### src/rtl/fetch_queue.sv
// Fetch stage: PC register, sequential imem requests, DEPTH-entry {instr, pc} queue to decode.
// Latency: 2 cycles from issue to valid_D; a redirect target reaches the head 3 cycles after the redirect.
// Backpressure: ready_D low stops issue once queued + in-flight reaches DEPTH; a pop frees a slot the same cycle.
module fetch_queue #(
    parameter int             N        = 64,
    parameter int             INSTR_W  = 32,
    parameter int             DEPTH    = 4,
    parameter logic [N-1:0]   RESET_PC = '0,
    parameter int             PC_STEP  = 4
) (
    input  logic                       clk,
    input  logic                       reset,
    input  logic                       PCSrc_F,
    input  logic [N-1:0]               PCBranch_F,
    output logic [N-1:0]               imem_addr_F,
    output logic                       imem_req_F,
    input  logic [INSTR_W-1:0]         imem_rdata_F,
    output logic [INSTR_W-1:0]         instr_D,
    output logic [N-1:0]               pc_D,
    output logic                       valid_D,
    input  logic                       ready_D,
    output logic [$clog2(DEPTH+1)-1:0] fq_count
);

    localparam int CW = $clog2(DEPTH + 1);
    localparam int PW = (DEPTH > 1) ? $clog2(DEPTH) : 1;

    typedef struct packed {
        logic [INSTR_W-1:0] instr;
        logic [N-1:0]       pc;
    } entry_t;

    entry_t          mem [DEPTH];
    logic [N-1:0]    pc_q;
    logic [N-1:0]    inflight_pc;
    logic            inflight;
    logic [CW-1:0]   count;
    logic [PW-1:0]   rd_ptr;
    logic [PW-1:0]   wr_ptr;

    logic            pop;
    logic            push;
    logic            issue;
    logic [CW:0]     occ;
    logic [CW:0]     lim;

    assign valid_D  = (count != '0) && !PCSrc_F;
    assign pop      = valid_D && ready_D;
    assign push     = inflight && !PCSrc_F;

    // The pop credit lets a full queue keep issuing while decode drains it.
    assign occ      = {1'b0, count} + {{CW{1'b0}}, inflight};
    assign lim      = (CW + 1)'(DEPTH) + {{CW{1'b0}}, pop};
    assign issue    = !reset && !PCSrc_F && (occ < lim);

    assign imem_req_F  = issue;
    assign imem_addr_F = pc_q;
    assign instr_D     = mem[rd_ptr].instr;
    assign pc_D        = mem[rd_ptr].pc;
    assign fq_count    = count;

    function automatic logic [PW-1:0] ptr_inc(input logic [PW-1:0] p);
        return (p == PW'(DEPTH - 1)) ? '0 : p + PW'(1);
    endfunction

    always_ff @(posedge clk) begin
        if (reset) begin
            pc_q        <= RESET_PC;
            inflight    <= 1'b0;
            inflight_pc <= '0;
            count       <= '0;
            rd_ptr      <= '0;
            wr_ptr      <= '0;
        end else if (PCSrc_F) begin
            // Redirect drops queued entries and whatever returns this cycle.
            pc_q     <= PCBranch_F;
            inflight <= 1'b0;
            count    <= '0;
            rd_ptr   <= '0;
            wr_ptr   <= '0;
        end else begin
            if (issue) begin
                inflight    <= 1'b1;
                inflight_pc <= pc_q;
                pc_q        <= pc_q + N'(PC_STEP);
            end else begin
                inflight <= 1'b0;
            end
            if (push) wr_ptr <= ptr_inc(wr_ptr);
            if (pop)  rd_ptr <= ptr_inc(rd_ptr);
            if (push && !pop)      count <= count + CW'(1);
            else if (!push && pop) count <= count - CW'(1);
        end
    end

    // Storage needs no reset: entries are only visible while count is non-zero.
    always_ff @(posedge clk) begin
        if (!reset && push) begin
            mem[wr_ptr] <= '{instr: imem_rdata_F, pc: inflight_pc};
        end
    end

endmodule

### config.mk
export PLATFORM = sky130hd
export DESIGN_NAME = fetch_queue
export DESIGN_NICKNAME = d
export VERILOG_FILES = /design/src/rtl/fetch_queue.sv
export SDC_FILE = /design/constraint.sdc
export NUM_CORES = 1
export LEC_CHECK = 0
export BUFFER_PORTS_ARGS = -buffer_cell sky130_fd_sc_hd__buf_2
export CAP_MARGIN = 20
export CORE_MARGIN = 1
export CORE_UTILIZATION = 62
export CTS_BUF_LIST = sky130_fd_sc_hd__clkbuf_8 sky130_fd_sc_hd__clkbuf_16
export DETAILED_ROUTE_END_ITERATION = 16
export HOLD_SLACK_MARGIN = 0.05
export PLACE_DENSITY = 0.86
export SYNTH_ARGS = -nofsm -noshare
export SYNTH_HDL_FRONTEND = slang
export SYNTH_SLANG_ARGS = --single-unit
### constraint.sdc
create_clock -name clk -period 5.7 [get_ports clk]
set_input_delay 0.285 -clock clk [delete_from_list [all_inputs] [get_ports clk]]
set_output_delay 0.285 -clock clk [all_outputs]
set_load 0.02 [all_outputs]
# After elaboration in Yosys (flattened, before gate mapping)
# Memory sizes are Yosys's and may differ from the RTL's. A register that Yosys moved wholly into a read port is not among the register bits.
# Index checks and enable logic that the tools add are counted.
[totals]
memories = 1
output_inout_bits = 165
regBits = 136
in_bits = 100
word_cells = 46
ramBits = 384
[memory_table]
columns = ["memory", "depth", "word_bits", "read_ports", "rd_clocked_by_memory_dff", "write_ports", "line_no", "source"]
rows = [
  ["mem", 4, 96, 1, 1, 1, "33", "entry_t mem [DEPTH];"],
]
[classes]
order_cmp = 1
n_reduce_logical = 17
muxes = 11
n_eq_ne = 2
add_sub_neg = 7
n_bitwise = 1
[ops]
columns = ["operator", "count"]
rows = [
  ["two-way mux 64 bit", 2],
  ["adder 64 x 3 -> 64 bit (second input constant)", 1],
  ["logical AND 1 bit", 8],
  ["two-way mux 2 bit", 4],
  ["two-way mux 3 bit", 2],
  ["adder 2 x 1 -> 2 bit (second input constant)", 2],
  ["adder 3 x 1 -> 4 bit", 1],
  ["adder 3 x 1 -> 4 bit (first input constant)", 1],
  ["equality test 2 bit (second input constant)", 2],
  ["zero test 1 bit", 4],
  ["less-than comparator 4 bit", 1],
  ["nonzero test 2 bit", 2],
  ["adder 3 x 1 -> 3 bit (second input constant)", 1],
  ["two-way mux 1 bit", 3],
  ["nonzero test 3 bit", 1],
  ["subtractor 3 x 1 -> 3 bit (second input constant)", 1],
  ["AND reduction 2 bit", 1],
  ["OR reduction 2 bit", 1],
  ["inverter 1 bit", 1],
]

# Depth between registers and ports, before layout
# Gate-level depths: netlist of the first run.
[logic_depth]
word_depth = 8
ltp_mapped = 11
mapped_depth_nobuf = 9

# Least setup slack after synthesis of the first run
# No wires, ideal clock.
[synth_timing]
path_kind = "input to register"
from = "input PCSrc_F"
to = "memory mem[0][0] (netlist bit) (enable)"
cell_stages = 2
setup_ns = 0.466
path_slack_ns = 2.393
required_ns = 5.234
arrival_time_ns = 2.841
path_buffers = 0
cell_sequence = "nor2_1 and3_1"
[synth_via]
elab_chain_cells = 5
[synth_rtl]
columns = ["element", "line_no", "source"]
rows = [
  ["start: declaration", "13", "input logic PCSrc_F,"],
  ["zero test 1 bit", "49", "assign push = inflight && !PCSrc_F;"],
  ["logical AND 1 bit", "49", ""],
  ["logical AND 1 bit", "98", "if (!reset && push) begin"],
  ["two-way mux 1 bit", "98", ""],
  ["two-way mux 1 bit (implied by the code)", "99", "mem[wr_ptr] <= '{instr: imem_rdata_F, pc: inflight_pc};"],
  ["end: declaration", "33", ""],
]
# No other way between the ends.

# Worst setup path after layout of the first run
[layout_timing]
from = "register inflight"
to = "output imem_req_F"
[layout_via]
elab_chain_cells = 3
[layout_rtl]
columns = ["element", "line_no", "source"]
rows = [
  ["start: declaration", "36", "logic inflight;"],
  ["start signal: assignment", "69", "inflight <= 1'b0;"],
  ["start signal: assignment", "77", "inflight <= 1'b0;"],
  ["start signal: assignment", "83", "inflight <= 1'b1;"],
  ["adder 3 x 1 -> 4 bit", "52", "assign occ = {1'b0, count} + {{CW{1'b0}}, inflight};"],
  ["less-than comparator 4 bit", "54", "assign issue = !reset && !PCSrc_F && (occ < lim);"],
  ["logical AND 1 bit", "54", ""],
  ["end: declaration", "16", "output logic imem_req_F,"],
]
# No other way between the ends.

==> results.py, run 1 <==
metrics = {
    "cells_and_area": {
        "nets": 1760,
        "fillers": 1837,
        "drive_above_1_share_pct": 28.0,
        "multi_input_area_um2": 5480,
        "area_delta_synth_final_pct": 20.9,
        "postLayoutCellArea_um2": 24300,
        "final_cell_mix": "edfxtp_1, buf_2, nand2_1",
        "stdcell_count": 2095,
        "layout_commonest_cell": "edfxtp_1",
        "regArea_um2": 14300,
    },
    "worst_setup_path": {
        "crit_top_cell": "ha_1",
        "path_class": "reg -> out",
        "crit_path_max_incr_delay_ns": 0.73,
        "cp_slowest_cell": "inv_2",
        "r2r_setup_slack_ns": 1.69,
        "worst_setup_path_start_kind": "register",
        "crit_arrival_ns": 4.44,
        "cp_data_required_time_ns": 5.41,
        "cp-end-kind": "output port",
        "cp_max_fo": 41,
        "reg2reg_from": "inflight$_SDFF_PP0_",
        "crit_chain": "ha_1 -> ha_1 -> or4b_4 -> o21ai_2 -> nand3_4 -> inv_2 -> buf_4 -> buf_2",
        "r2r_cells": 9,
        "regToRegEndpoint": "inflight_pc[49]$_SDFFE_PP0P_",
    },
    "die": {
        "fp-row-count": 65,
        "num_io_pins": 265,
        "start_util_pct": 63.4,
        "die_h_um": 182,
        "die_area_um2": 33100,
        "die_x_um": 182,
        "core_um2": 31700,
    },
    "placed_design": {
        "postPlaceCellArea_um2": 21800,
        "gp_congestion": 0.837,
        "dp_cells": 1915,
        "port_buffers": 264,
        "dp_hpwl_mm": 29.3,
        "place_ws_ns": 1.71,
    },
    "grt": {
        "antenna_found_initial": 1,
        "grt_overflow": 0,
        "grt_pass1_vias": 12892,
        "grt_pass1_wl_mm": 74.9,
        "globalRouteTotalUtil_pct": 29.9,
        "grt_max_degree": 93,
    },
    "logic_synthesis": {
        "syn_nets": 1414,
        "synth_area_leader_cell": "edfxtp_1",
        "synth_cells": 1304,
        "yosys_warnings": 0,
        "synth_top_cell_area_share_pct": 57.4,
        "syn_avg_cell_area_um2": 15.4,
        "synth.cell_area_um2": 20100,
        "synth-edff-count": 384,
        "ys_ff_latch": 522,
        "ys_types": 51,
        "seq_area_frac_synth_pct": 71.1,
        "synthArstFlopShare_pct": 0,
        "synth_area_leaders": "edfxtp_1, dfxtp_1, mux4_2",
        "synth_ff_type": "edfxtp_1",
    },
    "power": {
        "p_comb_share_pct": 5.0,
        "power_leakage_nw": 8.64,
        "p_clk_share_pct": 41.3,
        "power_density_nw_per_um2": 321,
        "p_sw_mw": 1.69,
        "p_total_mw": 7.80,
        "peakVddDrop_v": 0.000293,
        "switching_share_pct": 21.6,
        "power.internal_mw": 6.11,
        "p_seq_share_pct": 53.7,
    },
    "routing": {
        "vias": 12936,
        "vias_per_cell": 6.17,
        "dr.pass1.iters": 5,
        "wire_per_inst_um": 23.4,
        "drcViolationCount": 0,
        "drt.antenna.violating_nets": 0,
        "wirelength_mm": 49.0,
        "drt_iter0_markers": 1213,
    },
    "sta": {
        "period_share_pct": 83.0,
        "min_period_ns": 4.73,
        "setup_viol": 0,
        "worst_slack_ns": 0.971,
        "finalHoldViolCount": 0,
        "drv_slew": 0,
        "maxClockFrequency_mhz": 211,
        "clock_skew_ns": 0.0265,
        "finalSetupTns_ns": 0,
        "relSlewSlack_pct": 34.7,
        "rsz0062_at_grt": "false",
        "worstMarginPinSlew_ns": 0.980,
    },
    "outcome": {
        "status": "finished, final reports clean",
    },
    "worst_hold_path": {
        "min_to": "imem_addr_F[52]$_SDFFE_PP0P_",
        "min_from": "PCBranch_F[52]",
        "hp-class": "in -> reg",
        "whs_path_depth": 3,
    },
    "clock_tree": {
        "cts_root_buf": "clkbuf_16",
        "post_cts_buffers": 0,
        "cts.sinks": 522,
        "tritoncts": "yes",
        "htreeDepth": 2,
        "clk_pin_slew_worst_paths_ns": 0.06,
        "ctsLongestPathBuffers": 3,
        "clk_latency_ns": 0.57,
        "cts_buffers": 50,
    },
    "run": {
        "maxCapViolations": 0,
    },
}
## power by group through the flow
| stage | combinational, mW | sequential [mW] | clock [mW] |
|---|---|---|---|
| after floorplan | 0.161 | 4.28 | 0 |
| after global routing | 0.411 | 4.20 | 3.40 |
| final | 0.386 | 4.19 | 3.22 |
| after global placement | 0.322 | 4.26 | 0 |
| after detailed placement | 0.330 | 4.27 | 0 |
| after CTS | 0.378 | 4.19 | 3.25 |
## state kept, by name, summed over array words and instances (netlist names), named ones only
register     count
fq_count         3
imem_addr_F     64
inflight         1
inflight_pc     64
mem            384
rd_ptr           2
wr_ptr           2
## through the flow
stage,hold WS [ns],util [%]
floorplan,0.384,-
global placement,0.461,68.8
detailed placement,0.476,68.8
CTS,0.0556,76.6
global route,0.0533,76.6
finish,0.0613,76.6
## area by class of cell
| type | count | area share, % |
|---|---|---|
| Multi-Input combinational cell | 688 | 22.6 |
| Timing Repair Buffer | 368 | 9.53 |
| Tap cell | 402 | 2.07 |
| Antenna cell | 1 | 0.0103 |
| Clock inverter | 35 | 0.885 |
| Inverter | 20 | 0.309 |
| Sequential cell | 522 | 58.8 |
| Clock buffer | 59 | 5.80 |
## worst max-delay path by stage
| stage | from | to |
|---|---|---|
| final | inflight$_SDFF_PP0_ | imem_req_F |
| after detailed placement | inflight$_SDFF_PP0_ | imem_req_F |
| after global routing | inflight$_SDFF_PP0_ | imem_req_F |
| after CTS | inflight$_SDFF_PP0_ | imem_req_F |
| after floorplan | PCSrc_F | mem[0][0]$_DFFE_PP_ |
| after global placement | inflight$_SDFF_PP0_ | imem_req_F |
## metal layers
layer / global-route usage, % / wire length [µm]
met4: 12.1 / 1800
met2: 47.6 / 23400
met1: 40.4 / 18900
met5: 0 / 0
met3: 6.86 / 4850
## cell usage after synthesis (9+ instances only)
master	n
inv_1	20
and3_1	10
a21oi_1	96
nand3_1	24
mux4_2	96
clkbuf_1	60
nand4_1	24
ha_1	9
dfxtp_1	138
nor3_1	20
nor2_1	45
or4_1	9
o211ai_1	10
nand2_1	181
nor4_1	18
or3_1	13
xnor2_1	27
a211oi_1	20
edfxtp_1	384
a31oi_1	13
buf_1	13
## cell families after synthesis
group | count (synthesis) | synth area share [%]
buffers and inverters | 94 | 1.76
adders and majority gates | 10 | 0.660
muxes | 103 | 11.1
AOI/OAI and AO/OA | 178 | 5.43
DFF | 522 | 71.1
and+or+nand+nor | 364 | 8.47
xor gates and xnor gates | 33 | 1.44
## repair_timing
action                                 CTS  global route
gates resized for setup                  0             0
endpoints found under the hold margin  182             0
hold buffers                            85             0
## critical path, delay by kind of cell (launching register included)
| family | cells | cell delay (ns) |
|---|---|---|
| buf+inv | 3 | 1.43 |
| simple gates | 2 | 1.07 |
| flops | 1 | 0.48 |
| fa+ha+maj | 2 | 0.46 |
| compound gates | 1 | 0.40 |
(Power assumes the default switching activity.)
==> inputs of run 2 (changes only) <==
--- a/config.mk
+++ b/config.mk
@@ -8,11 +8,11 @@
 export BUFFER_PORTS_ARGS = -buffer_cell sky130_fd_sc_hd__buf_2
 export CAP_MARGIN = 20
 export CORE_MARGIN = 1
-export CORE_UTILIZATION = 62
+export CORE_UTILIZATION = 57
 export CTS_BUF_LIST = sky130_fd_sc_hd__clkbuf_8 sky130_fd_sc_hd__clkbuf_16
 export DETAILED_ROUTE_END_ITERATION = 16
 export HOLD_SLACK_MARGIN = 0.05
-export PLACE_DENSITY = 0.86
+export PLACE_DENSITY = 0.8
 export SYNTH_ARGS = -nofsm -noshare
 export SYNTH_HDL_FRONTEND = slang
 export SYNTH_SLANG_ARGS = --single-unit
==> constraint.sdc (replaced) <==
create_clock -name clk -period 4.85 [get_ports clk]
set_input_delay 0.2425 -clock clk [delete_from_list [all_inputs] [get_ports clk]]
set_output_delay 0.2425 -clock clk [all_outputs]
set_load 0.02 [all_outputs]
==> run 2 against run 1 <==
Via count is essentially flat; sequential share of layout area fell by 0.39 points; critical endpoint unchanged; critical path type unchanged; sequential cell count stayed put; power rose by 17%; global-route usage down 2.3 points; die area is 8.7% higher; clock skew fell by 0.0098 ns; core utilization decreased by 6.0 points.
==> results.py, run 2 (synthesis gave the netlist of run 1 again) <==
metrics = {
    "outcome": {
        "status": "finished, final reports clean",
    },
    "worst_setup_path": {
        "cp_max_fo": 32,
        "crit_arrival_ns": 3.72,
        "cp_data_required_time_ns": 4.61,
        "worst_setup_path_start_kind": "register",
        "r2r_setup_slack_ns": 1.25,
        "regToRegEndpoint": "inflight_pc[10]$_SDFFE_PP0P_",
        "reg2reg_from": "inflight$_SDFF_PP0_",
        "cp-end-kind": "output port",
        "r2r_cells": 9,
        "path_class": "reg -> out",
    },
    "grt": {
        "grt_pass1_wl_mm": 74.4,
        "grt_overflow": 0,
        "antenna_found_initial": 0,
        "grt_max_degree": 80,
        "globalRouteTotalUtil_pct": 27.6,
        "grt_pass1_vias": 13018,
    },
    "power": {
        "power_leakage_nw": 8.68,
        "p_clk_share_pct": 41.0,
        "p_total_mw": 9.14,
        "power.internal_mw": 7.16,
        "p_comb_share_pct": 5.0,
        "p_seq_share_pct": 53.9,
        "power_density_nw_per_um2": 374,
        "peakVddDrop_v": 0.000309,
        "p_sw_mw": 1.98,
        "switching_share_pct": 21.7,
    },
    "placed_design": {
        "port_buffers": 264,
        "place_ws_ns": 1.28,
        "dp_hpwl_mm": 29.8,
        "gp_congestion": 0.843,
    },
    "die": {
        "core_um2": 34600,
        "num_io_pins": 265,
        "fp-row-count": 68,
        "die_area_um2": 36000,
        "die_h_um": 190,
        "start_util_pct": 58.0,
        "die_x_um": 190,
    },
    "worst_hold_path": {
        "whs_path_depth": 4,
        "min_to": "imem_addr_F[60]$_SDFFE_PP0P_",
        "min_from": "PCBranch_F[60]",
        "hp-class": "in -> reg",
    },
    "sta": {
        "worstMarginPinSlew_ns": 0.938,
        "maxClockFrequency_mhz": 252,
        "finalHoldViolCount": 0,
        "min_period_ns": 3.96,
        "finalSetupTns_ns": 0,
        "drv_slew": 0,
        "relSlewSlack_pct": 37.5,
        "setup_viol": 0,
        "clock_skew_ns": 0.0166,
        "worst_slack_ns": 0.887,
        "period_share_pct": 81.7,
        "rsz0062_at_grt": "false",
        "hold_ws_ns": 0.0929,
    },
    "cells_and_area": {
        "regArea_um2": 14300,
        "fillers": 2221,
        "final_util_pct": 70.7,
        "final_cell_mix": "edfxtp_1, buf_2, nand2_1",
        "nets": 1768,
        "layout_commonest_cell": "edfxtp_1",
        "top_register": "mem",
        "largest_reg_flops": 384,
        "area_delta_synth_final_pct": 21.8,
        "multi_input_area_um2": 5480,
        "drive_above_1_share_pct": 27.7,
    },
    "clock_tree": {
        "ctsLongestPathBuffers": 3,
        "htreeDepth": 2,
        "clk_pin_slew_worst_paths_ns": 0.06,
        "cts_root_buf": "clkbuf_16",
        "clk_latency_ns": 0.58,
        "cts_buffers": 50,
        "post_cts_buffers": 0,
        "cts.sinks": 522,
        "tritoncts": "yes",
    },
    "routing": {
        "wire_per_inst_um": 22.8,
        "wirelength_mm": 49.1,
        "dr.pass1.iters": 7,
        "drt.antenna.violating_nets": 0,
        "drt_iter0_markers": 1192,
        "drcViolationCount": 0,
        "vias": 12931,
        "vias_per_cell": 6.01,
    },
    "run": {
        "maxCapViolations": 0,
    },
}
==> run 2: worst max-delay path by stage <==
stage,from,endpoint,slack [ns],cells past startpoint
final,inflight$_SDFF_PP0_,imem_req_F,0.89,7
after global routing,inflight$_SDFF_PP0_,imem_req_F,0.66,7
after CTS,inflight$_SDFF_PP0_,imem_req_F,0.88,7
after detailed placement,inflight$_SDFF_PP0_,inflight_pc[16]$_SDFFE_PP0P_,1.28,9
after global placement,inflight$_SDFF_PP0_,inflight_pc[14]$_SDFFE_PP0P_,1.40,9
after floorplan,wr_ptr[0]$_SDFFE_PP0P_,mem[3][0]$_DFFE_PP_,1.57,2
==> run 2: cell type report <==
| type | instances | share of cell area (%) |
|---|---|---|
| diodes | 1 | 0.0102 |
| clock buffers | 56 | 5.50 |
| clock inverters | 34 | 0.956 |
| inverters | 20 | 0.307 |
| multi-input cells | 688 | 22.4 |
| flip-flops and latches | 522 | 58.4 |
| well taps | 455 | 2.33 |
| repair buffers | 376 | 10.1 |
==> run 2: per-stage QoR <==
step	std cells	area, µm²
final	2152	24500
after global routing	2151	24500
after CTS	2151	24500
after detailed placement	1968	22000
after global placement	1968	22000
after floorplan	1304	20100
==> run 2: power groups by stage <==
stage	Combinational, mW	Sequential [mW]	Clock [mW]
after floorplan	0.189	5.03	0
after global placement	0.384	5.02	0
after detailed placement	0.392	5.02	0
after CTS	0.454	4.93	3.79
after global routing	0.491	4.93	3.96
final	0.462	4.93	3.75
==> run 2: metal layers <==
metal	global-route usage (%)	share of wire (%)
met3	5.88	8.9
met2	44.8	48
met5	0	0
met1	36.8	39
met4	10.9	3.5
==> run 2: worst max-delay path: stages (launching register included) <==
cell and delay (ns):
dfxtp_1 0.45, ha_1 0.21, ha_1 0.23, or4b_4 0.55
o21ai_2 0.36, nand3_4 0.42, inv_2 0.63, buf_2 0.28
==> run 2: repair_timing <==
item / 4_1_cts / 5_1_grt
endpoints found under the hold margin: 190 / 0
resized for setup: 0 / 0
hold buffers: 93 / 0
